==> src/rtl/accel_pkg.sv <==
// Shared widths and FSM state encoding for the tilt controller slice.
package accel_pkg;

  localparam int unsigned SAMPLE_W = 8;
  localparam int unsigned POS_W    = 10;
  localparam int unsigned ARITH_W  = 11;

  typedef enum logic [1:0] {
    S_IDLE,
    S_STEP,
    S_APPLY
  } state_t;

endpackage

==> src/rtl/accel_sample_avg.sv <==
// Periodic, stability-gated capture of the raw Y byte and a sliding-window average.
module accel_sample_avg
  import accel_pkg::*;
#(
  parameter int unsigned SAMPLE_DIV = 50000,
  parameter int unsigned AVG_LOG2   = 2,
  parameter bit          INVERT     = 1'b0
) (
  input  logic                clk,
  input  logic                reset,
  input  logic [SAMPLE_W-1:0] received_y,
  output logic [SAMPLE_W-1:0] avg_y,
  output logic                sample_strobe
);

  localparam int unsigned CNT_W = (SAMPLE_DIV > 1) ? $clog2(SAMPLE_DIV) : 1;
  localparam int unsigned DEPTH = 1 << AVG_LOG2;
  localparam int unsigned SUM_W = SAMPLE_W + AVG_LOG2;
  localparam logic [CNT_W-1:0] CntLast = CNT_W'(SAMPLE_DIV - 1);

  logic [SAMPLE_W-1:0]        y_s1_q, y_s2_q;
  logic [CNT_W-1:0]           cnt_q;
  logic                       pending_q;
  logic signed [SAMPLE_W-1:0] samp_q;
  logic signed [SAMPLE_W-1:0] win_q [DEPTH];
  logic signed [SUM_W-1:0]    sum_q, sum_d, sum_shift;
  logic signed [SAMPLE_W-1:0] cond_y;
  logic                       accept;

  always_comb begin
    // The SPI side has no valid strobe, so only take a value seen twice in a row.
    accept = pending_q && (y_s1_q == y_s2_q);
    cond_y = $signed(y_s2_q);
    if (INVERT) begin
      cond_y = (y_s2_q == 8'h80) ? 8'sd127 : -$signed(y_s2_q);
    end
    sum_d     = sum_q + SUM_W'(samp_q) - SUM_W'(win_q[DEPTH-1]);
    sum_shift = sum_q >>> AVG_LOG2;
  end

  always_ff @(posedge clk) begin
    if (reset) begin
      y_s1_q        <= '0;
      y_s2_q        <= '0;
      cnt_q         <= '0;
      pending_q     <= 1'b0;
      samp_q        <= '0;
      sum_q         <= '0;
      avg_y         <= '0;
      sample_strobe <= 1'b0;
      for (int unsigned i = 0; i < DEPTH; i++) begin
        win_q[i] <= '0;
      end
    end else begin
      y_s1_q <= received_y;
      y_s2_q <= y_s1_q;
      cnt_q  <= (cnt_q == CntLast) ? '0 : cnt_q + CNT_W'(1);

      // A terminal count while still pending is absorbed, never queued.
      if (accept) begin
        pending_q <= 1'b0;
      end else if (cnt_q == CntLast) begin
        pending_q <= 1'b1;
      end

      sample_strobe <= accept;
      if (accept) begin
        samp_q <= cond_y;
      end

      if (sample_strobe) begin
        sum_q    <= sum_d;
        win_q[0] <= samp_q;
        for (int unsigned i = 1; i < DEPTH; i++) begin
          win_q[i] <= win_q[i-1];
        end
      end

      avg_y <= sum_shift[SAMPLE_W-1:0];
    end
  end

endmodule

==> src/rtl/accel_tilt_controller.sv <==
// Turns the averaged Y tilt into a dead-zoned, clamped ship X position updated once per frame.
module accel_tilt_controller
  import accel_pkg::*;
#(
  parameter int unsigned SAMPLE_DIV = 50000,
  parameter int unsigned AVG_LOG2   = 2,
  parameter int unsigned DEAD_ZONE  = 8,
  parameter int unsigned SHIFT      = 3,
  parameter int unsigned MAX_STEP   = 8,
  parameter int unsigned X_MIN      = 0,
  parameter int unsigned X_MAX      = 600,
  parameter int unsigned X_INIT     = 300,
  parameter bit          INVERT     = 1'b0
) (
  input  logic                clk,
  input  logic                reset,
  input  logic [SAMPLE_W-1:0] received_y,
  input  logic                frame_tick,
  input  logic                enable,
  output logic [POS_W-1:0]    ship_x,
  output logic                dir_left,
  output logic                dir_right,
  output logic [SAMPLE_W-1:0] avg_y,
  output logic                sample_strobe
);

  state_t               state_q;
  logic [ARITH_W-1:0]   step_q;
  logic                 left_q;
  logic [POS_W-1:0]     ship_x_q;
  logic                 dir_left_q, dir_right_q;

  logic [SAMPLE_W:0]    avg_ext, mag;
  logic [ARITH_W-1:0]   raw_step, step_c, x_ext, next_x;

  accel_sample_avg #(
    .SAMPLE_DIV (SAMPLE_DIV),
    .AVG_LOG2   (AVG_LOG2),
    .INVERT     (INVERT)
  ) u_sample_avg (
    .clk           (clk),
    .reset         (reset),
    .received_y    (received_y),
    .avg_y         (avg_y),
    .sample_strobe (sample_strobe)
  );

  always_comb begin
    avg_ext  = {avg_y[SAMPLE_W-1], avg_y};
    mag      = avg_y[SAMPLE_W-1] ? ((SAMPLE_W+1)'(0) - avg_ext) : avg_ext;
    raw_step = '0;
    step_c   = '0;
    if (mag > (SAMPLE_W+1)'(DEAD_ZONE)) begin
      raw_step = ARITH_W'((mag - (SAMPLE_W+1)'(DEAD_ZONE)) >> SHIFT) + ARITH_W'(1);
      step_c   = (raw_step > ARITH_W'(MAX_STEP)) ? ARITH_W'(MAX_STEP) : raw_step;
    end

    // Widened by one bit so the right-hand sum cannot wrap before the clamp compare.
    x_ext = {1'b0, ship_x_q};
    if (left_q) begin
      next_x = (x_ext < ARITH_W'(X_MIN) + step_q) ? ARITH_W'(X_MIN) : x_ext - step_q;
    end else begin
      next_x = (x_ext + step_q > ARITH_W'(X_MAX)) ? ARITH_W'(X_MAX) : x_ext + step_q;
    end
  end

  always_ff @(posedge clk) begin
    if (reset) begin
      state_q     <= S_IDLE;
      step_q      <= '0;
      left_q      <= 1'b0;
      ship_x_q    <= POS_W'(X_INIT);
      dir_left_q  <= 1'b0;
      dir_right_q <= 1'b0;
    end else begin
      case (state_q)
        S_IDLE: begin
          if (frame_tick && enable) begin
            state_q <= S_STEP;
          end
        end
        S_STEP: begin
          step_q  <= step_c;
          left_q  <= avg_y[SAMPLE_W-1];
          state_q <= S_APPLY;
        end
        S_APPLY: begin
          if (enable) begin
            ship_x_q    <= next_x[POS_W-1:0];
            dir_left_q  <= left_q && (step_q != '0);
            dir_right_q <= !left_q && (step_q != '0);
          end
          state_q <= S_IDLE;
        end
        default: state_q <= S_IDLE;
      endcase
    end
  end

  assign ship_x    = ship_x_q;
  assign dir_left  = dir_left_q && enable;
  assign dir_right = dir_right_q && enable;

endmodule

==> config.mk <==
export PLATFORM = sky130hd
export DESIGN_NAME = accel_tilt_controller
export DESIGN_NICKNAME = d
export VERILOG_FILES = /design/src/rtl/accel_pkg.sv /design/src/rtl/accel_sample_avg.sv /design/src/rtl/accel_tilt_controller.sv
export SDC_FILE = /design/constraint.sdc
export NUM_CORES = 1
export LEC_CHECK = 0
export CELL_PAD_IN_SITES_DETAIL_PLACEMENT = 0
export CELL_PAD_IN_SITES_GLOBAL_PLACEMENT = 2
export CORE_MARGIN = 2
export CORE_UTILIZATION = 41
export CTS_BUF_LIST = sky130_fd_sc_hd__clkbuf_8 sky130_fd_sc_hd__clkbuf_16
export CTS_CLUSTER_DIAMETER = 120
export CTS_CLUSTER_SIZE = 28
export DETAILED_ROUTE_END_ITERATION = 6
export PLACE_DENSITY = 0.91
export SLEW_MARGIN = 10
export SYNTH_ARGS = -nofsm -noshare
export SYNTH_HDL_FRONTEND = slang
export SYNTH_SLANG_ARGS = --single-unit
==> constraint.sdc <==
create_clock -name clk -period 6.4 [get_ports clk]
set_input_delay 1.28 -clock clk [delete_from_list [all_inputs] [get_ports clk]]
set_output_delay 1.28 -clock clk [all_outputs]
set_load 0.1 [all_outputs]
==> results.json, run 1 <==
{
  "rsz0062_at_grt": "false",
  "wirelength_mm": 12.30,
  "setup_ws_ps": 2113,
  "die_w_um": 125.7,
  "io_buffers": 32,
  "grt_overflow_total": 0,
  "cp-start-kind": "input pin",
  "syn_area_per_cell_sq_um": 9.304,
  "grt_max_degree": 37,
  "status": "finished, final reports clean",
  "coreArea_sq_um": 14480,
  "synthArstFlopShare_pct": 0,
  "powerDensity_nw_per_um2": 246.3,
  "setup_tns_ps": 0,
  "end_kind": "output port",
  "cts.path.max_buffers": 2,
  "n_antenna_cell": 0,
  "cp_max_fo": 3,
  "grt_pass1_vias": 4413,
  "pwr-share-seq_pct": 44.2,
  "fmaxAchievable_mhz": 233.3,
  "swShare_pct": 21.20,
  "netlist_instances": 653,
  "drtIter0Drc": 253,
  "antenna_found_initial": 0,
  "synth_top_cell_area_share_pct": 27.68,
  "cts.repair.resized": 0,
  "dpl_worst_slack_ps": 2104,
  "clock-sinks": 116,
  "initial_core_util_pct": 41.96,
  "dr.pass1.iters": 5,
  "switchingPower_mw": 0.3721,
  "synth_fp_nets": 707,
  "critPathKind": "in2out",
  "p_clk_share_pct": 52.4,
  "synth-edff-count": 32,
  "hold_buffers": 0,
  "maxSlewViolCount": 0,
  "fin_crit_sh_pct": 66.99,
  "gp_congestion": 0.8367,
  "finClkSkew_ps": 5.124,
  "nets": 737,
  "hold_ws_ps": 447.5,
  "grt.total_usage_pct": 16.37,
  "pin_count": 33,
  "hpwl_mm": 8.821,
  "layout-drive-gt1-share_pct": 7.040,
  "vias_per_cell": 5.099,
  "synth_area_leader_cell": "dfxtp_1",
  "postRouteAntennaNets": 0,
  "yosys_most_used_dff": "dfxtp_1",
  "netlist_area_sq_um": 6076,
  "htree_levels": 4,
  "rows": 44,
  "route.detailed.drc": 0,
  "yosysWarnings": 0,
  "hold_violations": 0,
  "setup_viol": 0,
  "cp.required_ps": 5120,
  "area_delta_synth_final_pct": 17.28,
  "synth_area_leaders": "dfxtp_1, edfxtp_1, ha_1",
  "comb_power_share_pct": 3.4,
  "die_area_sq_um": 15810,
  "fin_crit_ps": 4287,
  "wl_per_cell_um": 13.98,
  "ir_worst_vdd_mv": 0.1615,
  "cts_root_buf": "clkbuf_16",
  "p_int_mw": 1.383,
  "power_leakage_nw": 2.724,
  "critPathArrivalTime_ps": 3010,
  "clk_latency_ps": 410,
  "synth_seq_cells": 116,
  "tritoncts": "done",
  "grt_pass1_wl_mm": 20.91,
  "worst_pin_slew_ps": 983.3,
  "worstHoldPathType": "reg2reg",
  "synth.distinct_cells": 63,
  "via_count": 4487,
  "seq_area_frac_synth_pct": 43.49,
  "cts_setup_buffers": 0,
  "drv_cap": 0,
  "die_h_um": 125.7,
  "numCtsBuffers": 17,
  "path_clk_slew_ps": 50,
  "maxSlewHeadroom_pct": 34.24
}
[cell families (layout without fill, tap and decap cells)]
group	Yosys count	in the layout	synth area share [%]
fa+ha+maj	42	42	10.01
mux	17	17	2.842
compound gates	94	94	10.26
xor+xnor	46	46	6.631
flops	116	116	43.49
simple gates	253	253	21.27
buf+inv	85	128	5.498
[area by class of cell]
cell class / instances / area, sq um
well taps: 184 / 230.2
clock inverters: 14 / 136.4
repair buffers: 35 / 337.8
fillers: 1345 / 7353
inverters: 61 / 229.0
flip-flops and latches: 116 / 2643
multi-input cells: 452 / 3099
clock buffers: 18 / 450.4
[sequential cells by signal, indices dropped and copies added (netlist names), 2 cells and up]
name,flops
u_sample_avg.win_q,32
u_sample_avg.cnt_q,16
ship_x,10
u_sample_avg.sum_q,10
step_q,9
u_sample_avg.avg_y,8
u_sample_avg.cond_y,8
u_sample_avg.samp_q,8
u_sample_avg.y_s1_q,8
state_q,2
[per-stage QoR]
step	std cells	instance area [sq um]	total power, mW	util, %
after floorplan	653	6076	0.8311	-
after global placement	848	6539	0.8489	45.16
after detailed placement	848	6539	0.8505	45.16
after CTS	880	7126	1.776	49.21
after global routing	880	7126	1.818	49.21
final	880	7126	1.755	49.21
[per-layer routing]
layer | vias to the layer above | track usage (%) | wire length [um]
li1 | 2262 | - | -
met1 | 2131 | 20.60 | 5848
met2 | 80 | 27.09 | 5930
met3 | 14 | 4.206 | 376
met4 | 0 | 6.399 | 143
met5 | - | 0 | 0
[final timing paths]
check | slack (ps) | from | endpoint | cells past startpoint
worst min register to register | 450 | u_sample_avg.cnt_q[0] | u_sample_avg.cnt_q[0] | 1
worst min-delay path | 450 | u_sample_avg.cnt_q[0] | u_sample_avg.cnt_q[0] | 1
worst max register to register | 3280 | u_sample_avg.sum_q[1] | u_sample_avg.sum_q[7] | 12
worst max-delay path | 2110 | enable | dir_left | 3
[synth_stat cells (3+ instances only)]
cell type,count
nand2b_1,9
o22ai_1,3
edfxtp_1,32
a21oi_1,26
and2_1,34
buf_1,3
o21ai_2,3
mux2i_1,15
nor2b_1,27
o31ai_1,3
nand2_1,28
o21ai_0,18
dfxtp_1,84
inv_1,61
o21a_1,4
and3_1,6
clkbuf_1,13
or4_1,4
buf_2,6
xor2_1,18
nor3_1,15
or3_4,3
fa_1,11
ha_1,31
xnor2_1,28
nand4_1,9
o21ai_1,5
nor2_1,89
a31oi_1,6
nand3_1,14
[layout by cell type, fill, tap and decap left out, types with 18 or more instances in the layout]
| master | count |
|---|---|
| xnor2_1 | 28 |
| ha_1 | 31 |
| nand2_1 | 28 |
| dfxtp_1 | 84 |
| nor2b_1 | 27 |
| inv_1 | 63 |
| clkbuf_16 | 18 |
| xor2_1 | 18 |
| a21oi_1 | 26 |
| nor2_1 | 89 |
| edfxtp_1 | 32 |
| clkdlybuf4s50_1 | 31 |
| and2_1 | 34 |
| o21ai_0 | 18 |
[power groups by stage]
stage | clock network, mW | logic (mW) | registers, mW
6_report | 0.920 | 0.0598 | 0.775
5_1_grt | 0.974 | 0.0665 | 0.777
4_1_cts | 0.941 | 0.0603 | 0.775
3_5_place_dp | 0 | 0.0598 | 0.791
3_3_place_gp | 0 | 0.0588 | 0.790
2_1_floorplan | 0 | 0.0391 | 0.792
[worst max-delay path: stages]
cell and delay [ps]:
clkdlybuf4s50_1 480, and2_1 130, clkdlybuf4s50_1 1120
Note: power is estimated with default switching activity, not from simulation.
==> run 2, diff against run 1 <==
--- a/config.mk
+++ b/config.mk
@@ -8,12 +8,12 @@
 export CELL_PAD_IN_SITES_DETAIL_PLACEMENT = 0
 export CELL_PAD_IN_SITES_GLOBAL_PLACEMENT = 2
 export CORE_MARGIN = 2
-export CORE_UTILIZATION = 41
+export CORE_UTILIZATION = 38
 export CTS_BUF_LIST = sky130_fd_sc_hd__clkbuf_8 sky130_fd_sc_hd__clkbuf_16
 export CTS_CLUSTER_DIAMETER = 120
 export CTS_CLUSTER_SIZE = 28
 export DETAILED_ROUTE_END_ITERATION = 6
-export PLACE_DENSITY = 0.91
+export PLACE_DENSITY = 0.85
 export SLEW_MARGIN = 10
 export SYNTH_ARGS = -nofsm -noshare
 export SYNTH_HDL_FRONTEND = slang
==> constraint.sdc (replaced) <==
create_clock -name clk -period 4.1 [get_ports clk]
set_input_delay 0.82 -clock clk [delete_from_list [all_inputs] [get_ports clk]]
set_output_delay 0.82 -clock clk [all_outputs]
set_load 0.1 [all_outputs]
==> run 2 against run 1 <==
  * Global-route usage decreased by 0.36 points
  * First-iteration DRC count decreased by 15%
  * Die area increased by 7.6%
  * Via count decreased by 1.6%
  * Combinational power increased by 56%
  * Cell area increased by 1.1%
  * Power increased by 64%
  * Routed wire length increased by 1.6%
  * Critical path depth decreased by 2
  * Clock-buffer cell count unchanged
  * Critical path type is now reg2out
==> results.json, run 2 (synthesized netlist as in run 1, its figures left out) <==
{
  "status": "finished, final reports clean",
  "min_from": "u_sample_avg.cnt_q[0]",
  "dp.cells": 880,
  "cp_max_fo": 11,
  "rows": 46,
  "post-route-util_pct": 45.68,
  "end_kind": "output port",
  "postRouteAntennaNets": 0,
  "p_int_mw": 2.314,
  "dpl_worst_slack_ps": 1059,
  "clock-sinks": 116,
  "grt_pass1_wl_mm": 21.13,
  "crit_family": "buffers and inverters",
  "top_regs": "u_sample_avg.win_q (32), u_sample_avg.cnt_q (16)",
  "power_leakage_nw": 2.757,
  "drv_cap": 0,
  "grt_overflow_total": 0,
  "fin_crit_ps": 3175,
  "worst_pin_slew_ps": 972.2,
  "dr_wl_met3_um": 449,
  "setup_tns_ps": 0,
  "wl_met1_mm": 5.971,
  "wl_per_cell_um": 13.70,
  "rsz0062_at_grt": "false",
  "maxSlewViolCount": 0,
  "powerDensity_nw_per_um2": 399.8,
  "maxSlewHeadroom_pct": 34.98,
  "vias_per_cell": 4.842,
  "critPathLaunch": "u_sample_avg.sample_strobe",
  "largest_reg_flops": 32,
  "die_area_sq_um": 17020,
  "route.detailed.drc": 0,
  "coreArea_sq_um": 15770,
  "clk_latency_ps": 420,
  "switchingPower_mw": 0.5655,
  "crit_chain": "clkdlybuf4s50_1",
  "pwr-share-seq_pct": 42.0,
  "area_delta_synth_final_pct": 18.55,
  "critPathArrivalTime_ps": 2350,
  "mostFrequentLayoutCells": "nor2_1, dfxtp_1, inv_1",
  "layout-drive-gt1-share_pct": 6.897,
  "grt_pass1_vias": 4388,
  "drtIter0Drc": 214,
  "hpwl_mm": 9.099,
  "comb_power_share_pct": 3.2,
  "numCtsBuffers": 17,
  "hold_buffers": 0,
  "cts_setup_buffers": 0,
  "initial_core_util_pct": 38.53,
  "layout_commonest_cell": "nor2_1",
  "setup_viol": 0,
  "cts.path.max_buffers": 2,
  "io_buffers": 32,
  "finClkSkew_ps": 8.205,
  "ir_worst_vdd_mv": 0.2877,
  "slowest_stage": "clkdlybuf4s50_1",
  "n_antenna_cell": 0,
  "die_h_um": 130.4,
  "cp-start-kind": "register",
  "regMostFlops": "u_sample_avg.win_q",
  "cp_num_buf_inv": 1,
  "fin_crit_sh_pct": 77.44,
  "grt.total_usage_pct": 16.01,
  "critPathKind": "reg2out",
  "die_w_um": 130.4,
  "nets": 737,
  "p_clk_share_pct": 54.7,
  "met2_length_mm": 5.876,
  "swShare_pct": 19.64,
  "crit-reg2reg-launch": "u_sample_avg.sum_q[1]",
  "pin_count": 33,
  "cts_root_buf": "clkbuf_16",
  "grt_max_degree": 35,
  "cp.required_ps": 3280,
  "setup_ws_ps": 925.1,
  "max_stage_delay_ps": 1250,
  "finalNonFillerCells": 912,
  "path_clk_slew_ps": 50,
  "tritoncts": "done",
  "gp_congestion": 0.8459,
  "fmaxAchievable_mhz": 315.0,
  "htree_levels": 4,
  "antenna_found_initial": 0,
  "via_count": 4416,
  "cts.repair.resized": 0,
  "dr.pass1.iters": 4,
  "worstHoldPathType": "reg2reg",
  "highest_layer": "met4",
  "hold_violations": 0,
  "wirelength_mm": 12.49
}
-- run 2: cell count changes in the layout (fill, tap and decap cells not counted) --
| cell | before | now |
|---|---|---|
| buf_4 | 3 | 5 |
| bufinv_16 | 2 | 5 |
| clkbuf_16 | 18 | 17 |
| clkbuf_8 | 0 | 1 |
| clkdlybuf4s50_1 | 31 | 29 |
| clkinv_1 | 1 | 5 |
| clkinv_4 | 1 | 0 |
| clkinvlp_4 | 5 | 1 |
| inv_1 | 63 | 62 |
| inv_6 | 1 | 0 |
-- run 2: final cells by class --
class,count,area (sq um)
Inverter,61,229.0
Clock buffer,18,439.2
Timing Repair Buffer,35,332.8
Clock inverter,14,190.2
Multi-Input combinational cell,452,3099
Fill cell,1555,8567
Sequential cell,116,2643
Tap cell,216,270.3
-- run 2: layer usage --
| metal | vias to the layer above | GRT usage (%) |
|---|---|---|
| li1 | 2255 | - |
| met1 | 2083 | 20.18 |
| met2 | 65 | 26.58 |
| met3 | 13 | 4.438 |
| met4 | 0 | 5.632 |
| met5 | - | 0 |
-- run 2: through the flow --
step | hold slack (ps) | power [mW] | cell area [sq um]
after floorplan | 417.6 | 1.297 | 6076
after global placement | 425.6 | 1.327 | 6574
after detailed placement | 450.5 | 1.329 | 6574
after CTS | 457.7 | 2.916 | 7203
after global routing | 485.2 | 2.978 | 7203
final | 452.4 | 2.880 | 7203
-- run 2: worst paths after layout --
kind | end | slack (ps) | cells past startpoint
max | sample_strobe | 930 | 1
max reg2reg | u_sample_avg.sum_q[7] | 1020 | 12
min reg2reg | u_sample_avg.cnt_q[0] | 450 | 1
min | u_sample_avg.cnt_q[0] | 450 | 1
-- run 2: power by group through the flow --
stage / Clock [mW] / Sequential, mW / Combinational, mW
CTS: 1.61 / 1.21 / 0.0954
finish: 1.58 / 1.21 / 0.0933
global placement: 0 / 1.23 / 0.0934
global route: 1.66 / 1.21 / 0.105
floorplan: 0 / 1.24 / 0.0610
detailed placement: 0 / 1.23 / 0.0945
